[config.mk]
export PLATFORM = sky130hd
export DESIGN_NAME = pipelined_carry_add
export DESIGN_NICKNAME = d
export VERILOG_FILES = /design/src/rtl/pipelined_carry_add.sv
export SDC_FILE = /design/constraint.sdc
export NUM_CORES = 1
export LEC_CHECK = 0
export CAP_MARGIN = 15
export CELL_PAD_IN_SITES_DETAIL_PLACEMENT = 1
export CELL_PAD_IN_SITES_GLOBAL_PLACEMENT = 1
export CORE_MARGIN = 4
export CORE_UTILIZATION = 40
export DETAILED_ROUTE_END_ITERATION = 6
export HOLD_SLACK_MARGIN = 0.1
export PLACE_DENSITY = 0.85
export SLEW_MARGIN = 20
export SYNTH_ARGS = -nofsm -noshare
export SYNTH_HDL_FRONTEND = slang
export SYNTH_SLANG_ARGS = --single-unit
export TNS_END_PERCENT = 1
[constraint.sdc]
create_clock -name clk -period 2.6 [get_ports clk]
set_input_delay 0.26 -clock clk [delete_from_list [all_inputs] [get_ports clk]]
set_output_delay 0.26 -clock clk [all_outputs]
set_load 0.05 [all_outputs]
[src/rtl/pipelined_carry_add.sv]
// pipelined_carry_add
//
// Pipelined WIDTH-bit adder built from NSEG = WIDTH/SEG_W ripple segments.
// Segment k is added in pipeline stage k using the carry registered by
// stage k-1. The upper operand segments travel alongside the partial sum
// until their own stage is reached. All stages advance together on
// en = out_ready | ~out_valid, which is also presented as in_ready.
//
// Optional feature (macro PCA_SUB_EN): adds a 'sub' input sampled with the
// operands. When it is set, the block computes a + ~b + 1 (a - b) and
// ignores cin. cout=1 then means "no borrow".
//
// Parameters:
//   WIDTH  operand/sum width, must be a positive multiple of SEG_W
//   SEG_W  bits added per pipeline stage
//
// Ports:
//   clk, rst              clock, synchronous active-high reset
//   in_valid / in_ready   input handshake for a, b, cin (and sub)
//   a, b, cin             operands and carry-in
//   sub                   subtract select (PCA_SUB_EN builds only)
//   out_valid / out_ready output handshake for sum, cout, ovf
//   sum                   a + b + cin modulo 2^WIDTH
//   cout                  carry out of the MSB
//   ovf                   signed overflow (carry into MSB xor cout)
module pipelined_carry_add #(
  parameter int WIDTH = 32,
  parameter int SEG_W = 8
) (
  input  logic             clk,
  input  logic             rst,
  input  logic             in_valid,
  output logic             in_ready,
  input  logic [WIDTH-1:0] a,
  input  logic [WIDTH-1:0] b,
  input  logic             cin,
`ifdef PCA_SUB_EN
  input  logic             sub,
`endif
  output logic             out_valid,
  input  logic             out_ready,
  output logic [WIDTH-1:0] sum,
  output logic             cout,
  output logic             ovf
);

  localparam int NSEG = (SEG_W > 0 && WIDTH >= SEG_W) ? (WIDTH / SEG_W) : 1;

  if (SEG_W <= 0 || WIDTH <= 0 || (WIDTH % SEG_W) != 0) begin : g_bad_cfg
    $error("pipelined_carry_add: WIDTH must be a positive multiple of SEG_W");
  end

  // Signed overflow from the MSB column: the carry into the MSB is
  // recovered as a ^ b ^ sum at that bit, then compared with the carry out.
  function automatic logic signed_ovf(input logic a_msb, input logic b_msb,
                                      input logic sum_msb, input logic carry_out);
    logic carry_into_msb;
    carry_into_msb = a_msb ^ b_msb ^ sum_msb;
    return carry_into_msb ^ carry_out;
  endfunction

  // Stage-boundary chains: index k is the input of stage k, index NSEG the
  // pipeline output.
  logic [NSEG:0]    vld_c;
  logic [NSEG:0]    cry_c;
  logic [WIDTH-1:0] opa_c [NSEG];
  logic [WIDTH-1:0] opb_c [NSEG];
  logic [WIDTH-1:0] sum_c [NSEG+1];

  logic             en;
  logic [WIDTH-1:0] b_in;
  logic             c_in;

  assign en       = out_ready | ~out_valid;
  assign in_ready = en;

`ifdef PCA_SUB_EN
  // Subtraction is folded into the operands: invert b and force carry-in.
  always_comb begin
    b_in = b;
    c_in = cin;
    if (sub) begin
      b_in = ~b;
      c_in = 1'b1;
    end else begin
      b_in = b;
      c_in = cin;
    end
  end
`else
  // Addition only: operands enter the pipeline unchanged.
  always_comb begin
    b_in = b;
    c_in = cin;
  end
`endif

  assign vld_c[0] = in_valid;
  assign cry_c[0] = c_in;
  assign opa_c[0] = a;
  assign opb_c[0] = b_in;
  assign sum_c[0] = '0;

  for (genvar k = 0; k < NSEG; k++) begin : g_stage
    logic [SEG_W:0]   seg;
    logic [WIDTH-1:0] s_next;
    logic             vld_r;
    logic             cry_r;
    logic [WIDTH-1:0] sum_r;

    assign seg = {1'b0, opa_c[k][k*SEG_W +: SEG_W]}
               + {1'b0, opb_c[k][k*SEG_W +: SEG_W]}
               + {{SEG_W{1'b0}}, cry_c[k]};

    // Merge this stage's segment into the running low-order sum.
    always_comb begin
      s_next = sum_c[k];
      s_next[k*SEG_W +: SEG_W] = seg[SEG_W-1:0];
    end

    // Stage register: valid, carry and partial sum advance together on en.
    always_ff @(posedge clk) begin
      if (rst) begin
        vld_r <= 1'b0;
        cry_r <= 1'b0;
        sum_r <= '0;
      end else if (en) begin
        vld_r <= vld_c[k];
        cry_r <= seg[SEG_W];
        sum_r <= s_next;
      end
    end

    assign vld_c[k+1] = vld_r;
    assign cry_c[k+1] = cry_r;
    assign sum_c[k+1] = sum_r;

    if (k < NSEG - 1) begin : g_skew
      logic [WIDTH-1:0] a_r;
      logic [WIDTH-1:0] b_r;

      // Skewed operand copies carry the not-yet-added segments forward.
      always_ff @(posedge clk) begin
        if (rst) begin
          a_r <= '0;
          b_r <= '0;
        end else if (en) begin
          a_r <= opa_c[k];
          b_r <= opb_c[k];
        end
      end

      assign opa_c[k+1] = a_r;
      assign opb_c[k+1] = b_r;
    end else begin : g_tail
      logic ovf_r;

      // Overflow is resolved in the last stage, where the MSB column is added.
      always_ff @(posedge clk) begin
        if (rst) begin
          ovf_r <= 1'b0;
        end else if (en) begin
          ovf_r <= signed_ovf(opa_c[k][WIDTH-1], opb_c[k][WIDTH-1],
                              seg[SEG_W-1], seg[SEG_W]);
        end
      end

      assign ovf = ovf_r;
    end
  end

  assign out_valid = vld_c[NSEG];
  assign cout      = cry_c[NSEG];
  assign sum       = sum_c[NSEG];

endmodule
After elaboration in Yosys (flattened, before gate mapping)
Index checks and enable logic that the tools add are counted.
Widths: inputs -> output; s select.
{"block": "totals", "reg_bits": 281, "output_inout_bits": 36, "wordCells": 32}
{"block": "classes", "n_bitwise": 5, "add_sub_neg": 8}
{"op": "$add 8x8->9", "count": 4}
{"op": "$add 9x1->9", "count": 4}
{"op": "$xor 1x1->1", "count": 3}
{"op": "$not 1->1", "count": 1}
{"op": "$or 1x1->1", "count": 1}

Logic depth before layout (Yosys ltp)
Gate-level depths: netlist of the first run.
{"block": "depth", "word_depth": 4, "mapped_depth": 8, "depth_no_buf": 8}

Worst setup path before layout of the first run
OpenSTA, ideal clock, no wires.
{"block": "synth_path", "kind": "register -> register", "start": "reg g_stage[0].cry_r", "end": "reg g_stage[1].cry_r", "required_time_ps": 2467, "setup_time_ps": 133, "arrival_time_ps": 1917, "slack_ps": 550, "synth_period_minus_slack_ps": 2050, "stages_incl_launch_ff": 8, "path_cell_list": "dfxtp_1 -> fa_1 -> fa_1 -> a211oi_1 -> o21bai_1 -> a21oi_1 -> nand2b_1 -> a221oi_1"}
{"block": "synth_via", "elab_chain_len": 1}
{"element": "start, declared", "line_no": "108", "rtl": "logic cry_r;"}
{"element": "start signal, assigned", "line_no": "129", "rtl": "cry_r <= seg[SEG_W];"}
{"element": "$add 9x1->9", "line_no": "113", "rtl": "+ {{SEG_W{1'b0}}, cry_c[k]};"}
{"element": "end signal, assigned", "line_no": "129"}
{"element": "end, declared", "line_no": "108"}
Every way passes these cells.
A chain may end at the register's enable or synchronous reset.

Final worst setup path of the first run
{"block": "layout_path", "start": "reg g_stage[1].cry_r", "end": "reg g_stage[2].cry_r"}
{"block": "layout_via", "elab_chain_len": 1}
{"element": "$add 9x1->9", "line_no": "113"}
{"element": "end signal, assigned", "line_no": "129"}
{"element": "end, declared", "line_no": "108"}
Every way passes these cells.

==> results.py, run 1 <==
metrics = {
    "clocking": {
        "htreeDepth": 4,
        "cts_resized": 0,
        "clk_latency_ns": 0.43,
        "root_buffer": "clkbuf_16",
        "path_clk_slew_ns": 0.07,
        "cts_setup_buffers": 0,
        "clock_path_buffers": 2,
        "cts_buffers": 17,
        "cts_sinks": 185,
        "ctsHoldBuffers": 0,
        "cts_tree": "yes",
    },
    "die": {
        "coreArea_um2": 18600,
        "io_pins": 105,
        "dieArea_um2": 21200,
        "die_w_um": 146,
        "initial_utilization_pct": 40.6,
        "row_count": 50,
        "fp.dieH_um": 146,
    },
    "yosys": {
        "synth_top_area_share_pct": 48.9,
        "ys.flop_type": "dfxtp_1",
        "ys_ff_latch": 185,
        "synth_edf_count": 0,
        "avgSynthCellArea_um2": 8.10,
        "yosysSeqAreaShare_pct": 48.9,
        "post-synth-top-count-cell": "nand2_1",
        "synthesis.nets": 1040,
        "synth.largest_area_cell": "dfxtp_1",
        "ys_top_cells_by_count": "nand2_1, dfxtp_1, a21oi_1",
        "syn_inst": 935,
        "async_flop_share_pct": 0,
        "synth_area_um2": 7580,
        "ys_warn_count": 0,
        "ys_types": 37,
        "synth.area.top_cells": "dfxtp_1, nand2_1, a21oi_1",
    },
    "route": {
        "routed_wl_mm": 18.9,
        "vias": 6441,
        "vias_per_cell": 5.14,
        "first_iter_violations": 245,
        "drt-pass1-iter-count": 4,
        "drc": 0,
        "antenna_left": 0,
        "wl_per_cell_um": 15.1,
    },
    "sta": {
        "fin_crit_ns": 2.31,
        "fmax_mhz": 432,
        "period_share_pct": 89.0,
        "worst_slack_ns": 0.285,
        "skew_ns": 0.00942,
        "max_slew_margin_pct": 46.9,
        "hold_viol_final": 0,
        "setup_viol_count_final": 0,
        "tightest_slew_ns": 0.796,
        "rsz0062_at_grt": "no",
        "maxSlewViolCount": 0,
    },
    "global_route": {
        "globalRouteTotalUtil_pct": 17.8,
        "grt_pass1_wl_mm": 31.5,
        "grt_pass1_vias": 6553,
        "use_met2_pct": 31.1,
        "antenna_found_initial": 1,
        "grt_use_met3_pct": 3.36,
        "top_usage_layer": "met2",
        "gr-total-overflow": 0,
        "grt_max_degree": 134,
        "grtUsageMet1_pct": 22.5,
    },
    "hold_path": {
        "hold_class": "primary input to flip-flop",
    },
    "cells_and_area": {
        "final_util_pct": 50.3,
        "fillers": 2283,
        "antenna_cells": 0,
        "num-nets-final": 1110,
        "drive_gt1_share_pct": 5.21,
        "syn2layout_area_growth_pct": 23.8,
    },
    "critical_path": {
        "cp-start-kind": "flip-flop",
        "crit_fanout": 3,
        "worst_setup_path_end_kind": "flip-flop",
        "required_ns": 2.86,
        "cp.arrival_ns": 2.58,
        "crit_type": "flip-flop to flip-flop",
    },
    "power": {
        "intPower_mw": 4.76,
        "pwr-share-seq_pct": 48.3,
        "combPwrFrac_pct": 10.2,
        "power.density_nw_per_um2": 678,
        "p_total_mw": 6.37,
        "swShare_pct": 25.3,
        "clkPwrFrac_pct": 41.5,
        "power.switching_mw": 1.61,
        "leakagePower_nw": 3.69,
        "peakVddDrop_mv": 0.429,
    },
    "place": {
        "io_buffers": 104,
        "hpwl_mm": 12.4,
        "dp_slack_ns": -0.124,
        "finalWeightedCongestion": 0.756,
    },
    "job": {
        "drv_cap": 0,
    },
    "status": {
        "status": "finished, final reports clean",
    },
}
-- final cells by class --
class	instances	area [um2]	share of cell area, %
flip-flops and latches	185	3700	39.5
multi-input cells	680	3600	38.4
inverters	5	23.8	0.253
clock inverters	14	168	1.79
repair buffers	116	1150	12.3
clock buffers	18	439	4.68
well taps	234	293	3.12
-- state kept, by name (all words and copies together), names as in the netlist --
signal and flops:
out_valid 1, ovf 1, g_stage.vld_r 3, g_stage.g_skew.b_r 48, g_stage.cry_r 3, cout 1, g_stage.sum_r 48, g_stage.g_skew.a_r 48
sum 32
-- layer usage --
metal,up-vias,routed length [um]
met5,-,12
met4,2,237
met3,21,484
met2,70,9480
met1,3072,8700
li1,3276,-
-- power groups by stage --
stage	clock, mW	combinational [mW]	sequential, mW
after floorplan	0	0.347	3.18
after global placement	0	0.628	3.13
after detailed placement	0	0.649	3.14
after CTS	2.70	0.659	3.08
after global routing	2.82	0.725	3.09
final	2.64	0.652	3.07
-- path summary, 6_finish.rpt --
path	from	end	slack, ns	cells past startpoint
hold reg to reg	sum[1]$_SDFFE_PP0P_	sum[1]$_SDFFE_PP0P_	0.45	2
hold / removal	rst	out_valid$_SDFFE_PP0P_	0.35	2
setup / recovery	g_stage[1].cry_r$_SDFFE_PP0P_	g_stage[2].cry_r$_SDFFE_PP0P_	0.29	7
setup reg to reg	g_stage[1].cry_r$_SDFFE_PP0P_	g_stage[2].cry_r$_SDFFE_PP0P_	0.29	7
-- worst max-delay path, cell delays in order, from the launching register on --
cell      delay, ns
dfxtp_1        0.34
fa_1           0.47
fa_1           0.44
a211oi_1       0.30
o21bai_1       0.13
a21oi_1        0.25
nand2b_1       0.15
a221oi_1       0.08
-- cells by family (layout without fill, tap and decap cells) --
group	Yosys count	after routing	synth area share (%)
XOR/XNOR	9	9	1.04
AND/OR/NAND/NOR	394	394	21.5
AO/OA/AOI/OAI	238	238	17.7
multiplexers	3	3	0.396
adder cells (fa/ha/maj)	36	36	6.74
buffers and inverters	70	153	3.70
flip-flops	185	185	48.9
-- per-stage QoR --
| stage | area, um2 | hold slack [ns] | setup TNS, ns | std cells |
|---|---|---|---|---|
| 6_report | 9380 | 0.346 | 0 | 1252 |
| 5_1_grt | 9380 | 0.364 | 0 | 1252 |
| 4_1_cts | 9380 | 0.350 | 0 | 1252 |
| 3_5_place_dp | 8780 | 0.444 | -0.191 | 1220 |
| 3_3_place_gp | 8780 | 0.439 | 0 | 1220 |
| 2_1_floorplan | 7580 | 0.400 | 0 | 935 |
-- cells in the final DEF (no fill, tap or decap), types with 7 or more instances in the layout --
| master | instances |
|---|---|
| a21oi_1 | 179 |
| buf_4 | 11 |
| ha_1 | 28 |
| xnor2_1 | 7 |
| a211o_1 | 7 |
| a21o_1 | 11 |
| clkdlybuf4s50_1 | 102 |
| nor3_1 | 10 |
| dfxtp_1 | 185 |
| clkbuf_16 | 17 |
| fa_1 | 8 |
| nand3b_1 | 9 |
| nand2_1 | 333 |
| nor2_1 | 11 |
| o21ai_0 | 9 |
| a211oi_1 | 8 |
Power figures use the tool's default switching activity.
==> run 2, diff against run 1 <==
Settings changed: CELL_PAD_IN_SITES_GLOBAL_PLACEMENT 1 to 2, CORE_UTILIZATION 40 to 32.
==> run 2 against run 1 <==
Net effect:
- wire length down 3.7%
- global-route usage down 3.7 points
- utilization down 9.7 points
- worst setup slack better by 0.034 ns
- critical path type unchanged
- largest power group unchanged
- highest routed layer is now met4
==> results.py, run 2 (synthesis gave the netlist of run 1 again) <==
metrics = {
    "clocking": {
        "cts_setup_buffers": 0,
        "cts_buffers": 17,
        "path_clk_slew_ns": 0.07,
        "cts_tree": "yes",
        "clock_path_buffers": 2,
        "cts_sinks": 185,
        "htreeDepth": 4,
        "root_buffer": "clkbuf_16",
        "cts_resized": 0,
        "clk_latency_ns": 0.43,
        "ctsHoldBuffers": 0,
    },
    "critical_path": {
        "worst_setup_path_end_kind": "flip-flop",
        "r2r_end": "g_stage[2].cry_r$_SDFFE_PP0P_",
        "crit_fanout": 3,
        "crit_top_cell": "fa_1",
        "slowest_delay_ns": 0.47,
        "cp.arrival_ns": 2.55,
        "slowest_stage": "fa_1",
        "crit_chain": "fa_1 > fa_1 > a211oi_1 > o21bai_1 > a21oi_1 > nand2b_1 > a221oi_1",
        "required_ns": 2.87,
        "crit_type": "flip-flop to flip-flop",
        "r2r_cells": 7,
        "reg2reg_from": "g_stage[1].cry_r$_SDFFE_PP0P_",
        "reg2reg_slack_ns": 0.32,
        "cp-start-kind": "flip-flop",
    },
    "die": {
        "initial_utilization_pct": 32.4,
        "die_w_um": 162,
        "dieArea_um2": 26200,
        "coreArea_um2": 23400,
        "io_pins": 105,
        "row_count": 56,
        "fp.dieH_um": 162,
    },
    "route": {
        "drc": 0,
        "wl_per_cell_um": 13.6,
        "first_iter_violations": 245,
        "antenna_left": 0,
        "routed_wl_mm": 18.2,
        "vias": 6308,
        "drt-pass1-iter-count": 4,
        "vias_per_cell": 4.70,
    },
    "sta": {
        "fin_crit_ns": 2.28,
        "fmax_mhz": 439,
        "worst_slack_ns": 0.319,
        "tightest_slew_ns": 0.747,
        "setup_viol_count_final": 0,
        "max_slew_margin_pct": 50.2,
        "hold_viol_final": 0,
        "skew_ns": 0.0143,
        "maxSlewViolCount": 0,
        "rsz0062_at_grt": "no",
        "period_share_pct": 87.7,
    },
    "cells_and_area": {
        "top_regs": "g_stage.g_skew.a_r x48, g_stage.g_skew.b_r x48, g_stage.sum_r x48",
        "final_util_pct": 40.6,
        "final_common_cell": "nand2_1",
        "layout.cells.non_filler": 1341,
        "final_area_um2": 9510,
        "num-nets-final": 1114,
        "syn2layout_area_growth_pct": 25.5,
        "antenna_cells": 0,
        "layout_common_cells": "nand2_1, dfxtp_1, a21oi_1, clkdlybuf4s50_1, ha_1",
        "fillers": 2816,
        "drive_gt1_share_pct": 5.58,
    },
    "place": {
        "dp_slack_ns": -0.00259,
        "dpl_cell_area_um2": 8910,
        "finalWeightedCongestion": 0.732,
        "place_inst": 1309,
        "io_buffers": 104,
        "hpwl_mm": 12.1,
    },
    "global_route": {
        "grt_pass1_vias": 6245,
        "grt_max_degree": 147,
        "globalRouteTotalUtil_pct": 14.0,
        "grt_pass1_wl_mm": 30.7,
        "antenna_found_initial": 0,
        "gr-total-overflow": 0,
    },
    "hold_path": {
        "whs_path_depth": 2,
        "hold_class": "primary input to flip-flop",
        "whs_endpoint": "out_valid$_SDFFE_PP0P_",
        "min-delay-start": "rst",
    },
    "power": {
        "power.density_nw_per_um2": 660,
        "p_total_mw": 6.27,
        "peakVddDrop_mv": 0.411,
        "leakagePower_nw": 3.70,
    },
    "status": {
        "status": "finished, final reports clean",
    },
    "job": {
        "drv_cap": 0,
    },
}
[run 2: layout make-up]
type	count	area [um2]	area share [%]
sequential	185	3700	39.0
multi-input combinational	680	3600	37.9
timing repair buffer	120	1180	12.5
clock buffer	20	467	4.91
tap	319	399	4.20
clock inverter	12	128	1.34
inverter	5	23.8	0.250
[run 2: stage by stage]
| stage | hold WS [ns] | setup TNS [ns] |
|---|---|---|
| after detailed placement | 0.444 | -0.00259 |
| after floorplan | 0.400 | 0 |
| after CTS | 0.351 | 0 |
| after global routing | 0.366 | 0 |
| final | 0.336 | 0 |
| after global placement | 0.438 | 0 |
[run 2: per-layer routing]
metal  share of wire, %  global-route usage [%]  vias to the layer above  wire (um)
met4                1.4                    4.15                        0        247
met3                2.5                    2.64                       20        450
li1                   -                       -                     3281          -
met2                 46                    22.5                       63       8420
met1                 50                    19.4                     2944       9100
met5                  0                       0                        -          0
[run 2: power by group]
group          internal [mW]  switching [mW]  total, mW
clock                   1.35            1.20       2.55
combinational          0.300           0.347      0.647
sequential              2.99          0.0834       3.07
[run 2: worst max-delay path, delay by kind of cell (launching register included)]
family	cells	cell delay, ns
compound gates	4	0.73
fa+ha+maj	2	0.92
simple gates	1	0.15
flops	1	0.33
[run 2: worst max path at each step]
stage	endpoint	start	depth (start not counted)
floorplan	g_stage[1].cry_r$_SDFFE_PP0P_	g_stage[0].cry_r$_SDFFE_PP0P_	7
global placement	g_stage[0].cry_r$_SDFFE_PP0P_	a[0]	8
detailed placement	g_stage[0].cry_r$_SDFFE_PP0P_	a[0]	8
CTS	g_stage[2].cry_r$_SDFFE_PP0P_	g_stage[1].cry_r$_SDFFE_PP0P_	7
global route	g_stage[1].cry_r$_SDFFE_PP0P_	g_stage[0].cry_r$_SDFFE_PP0P_	7
finish	g_stage[2].cry_r$_SDFFE_PP0P_	g_stage[1].cry_r$_SDFFE_PP0P_	7
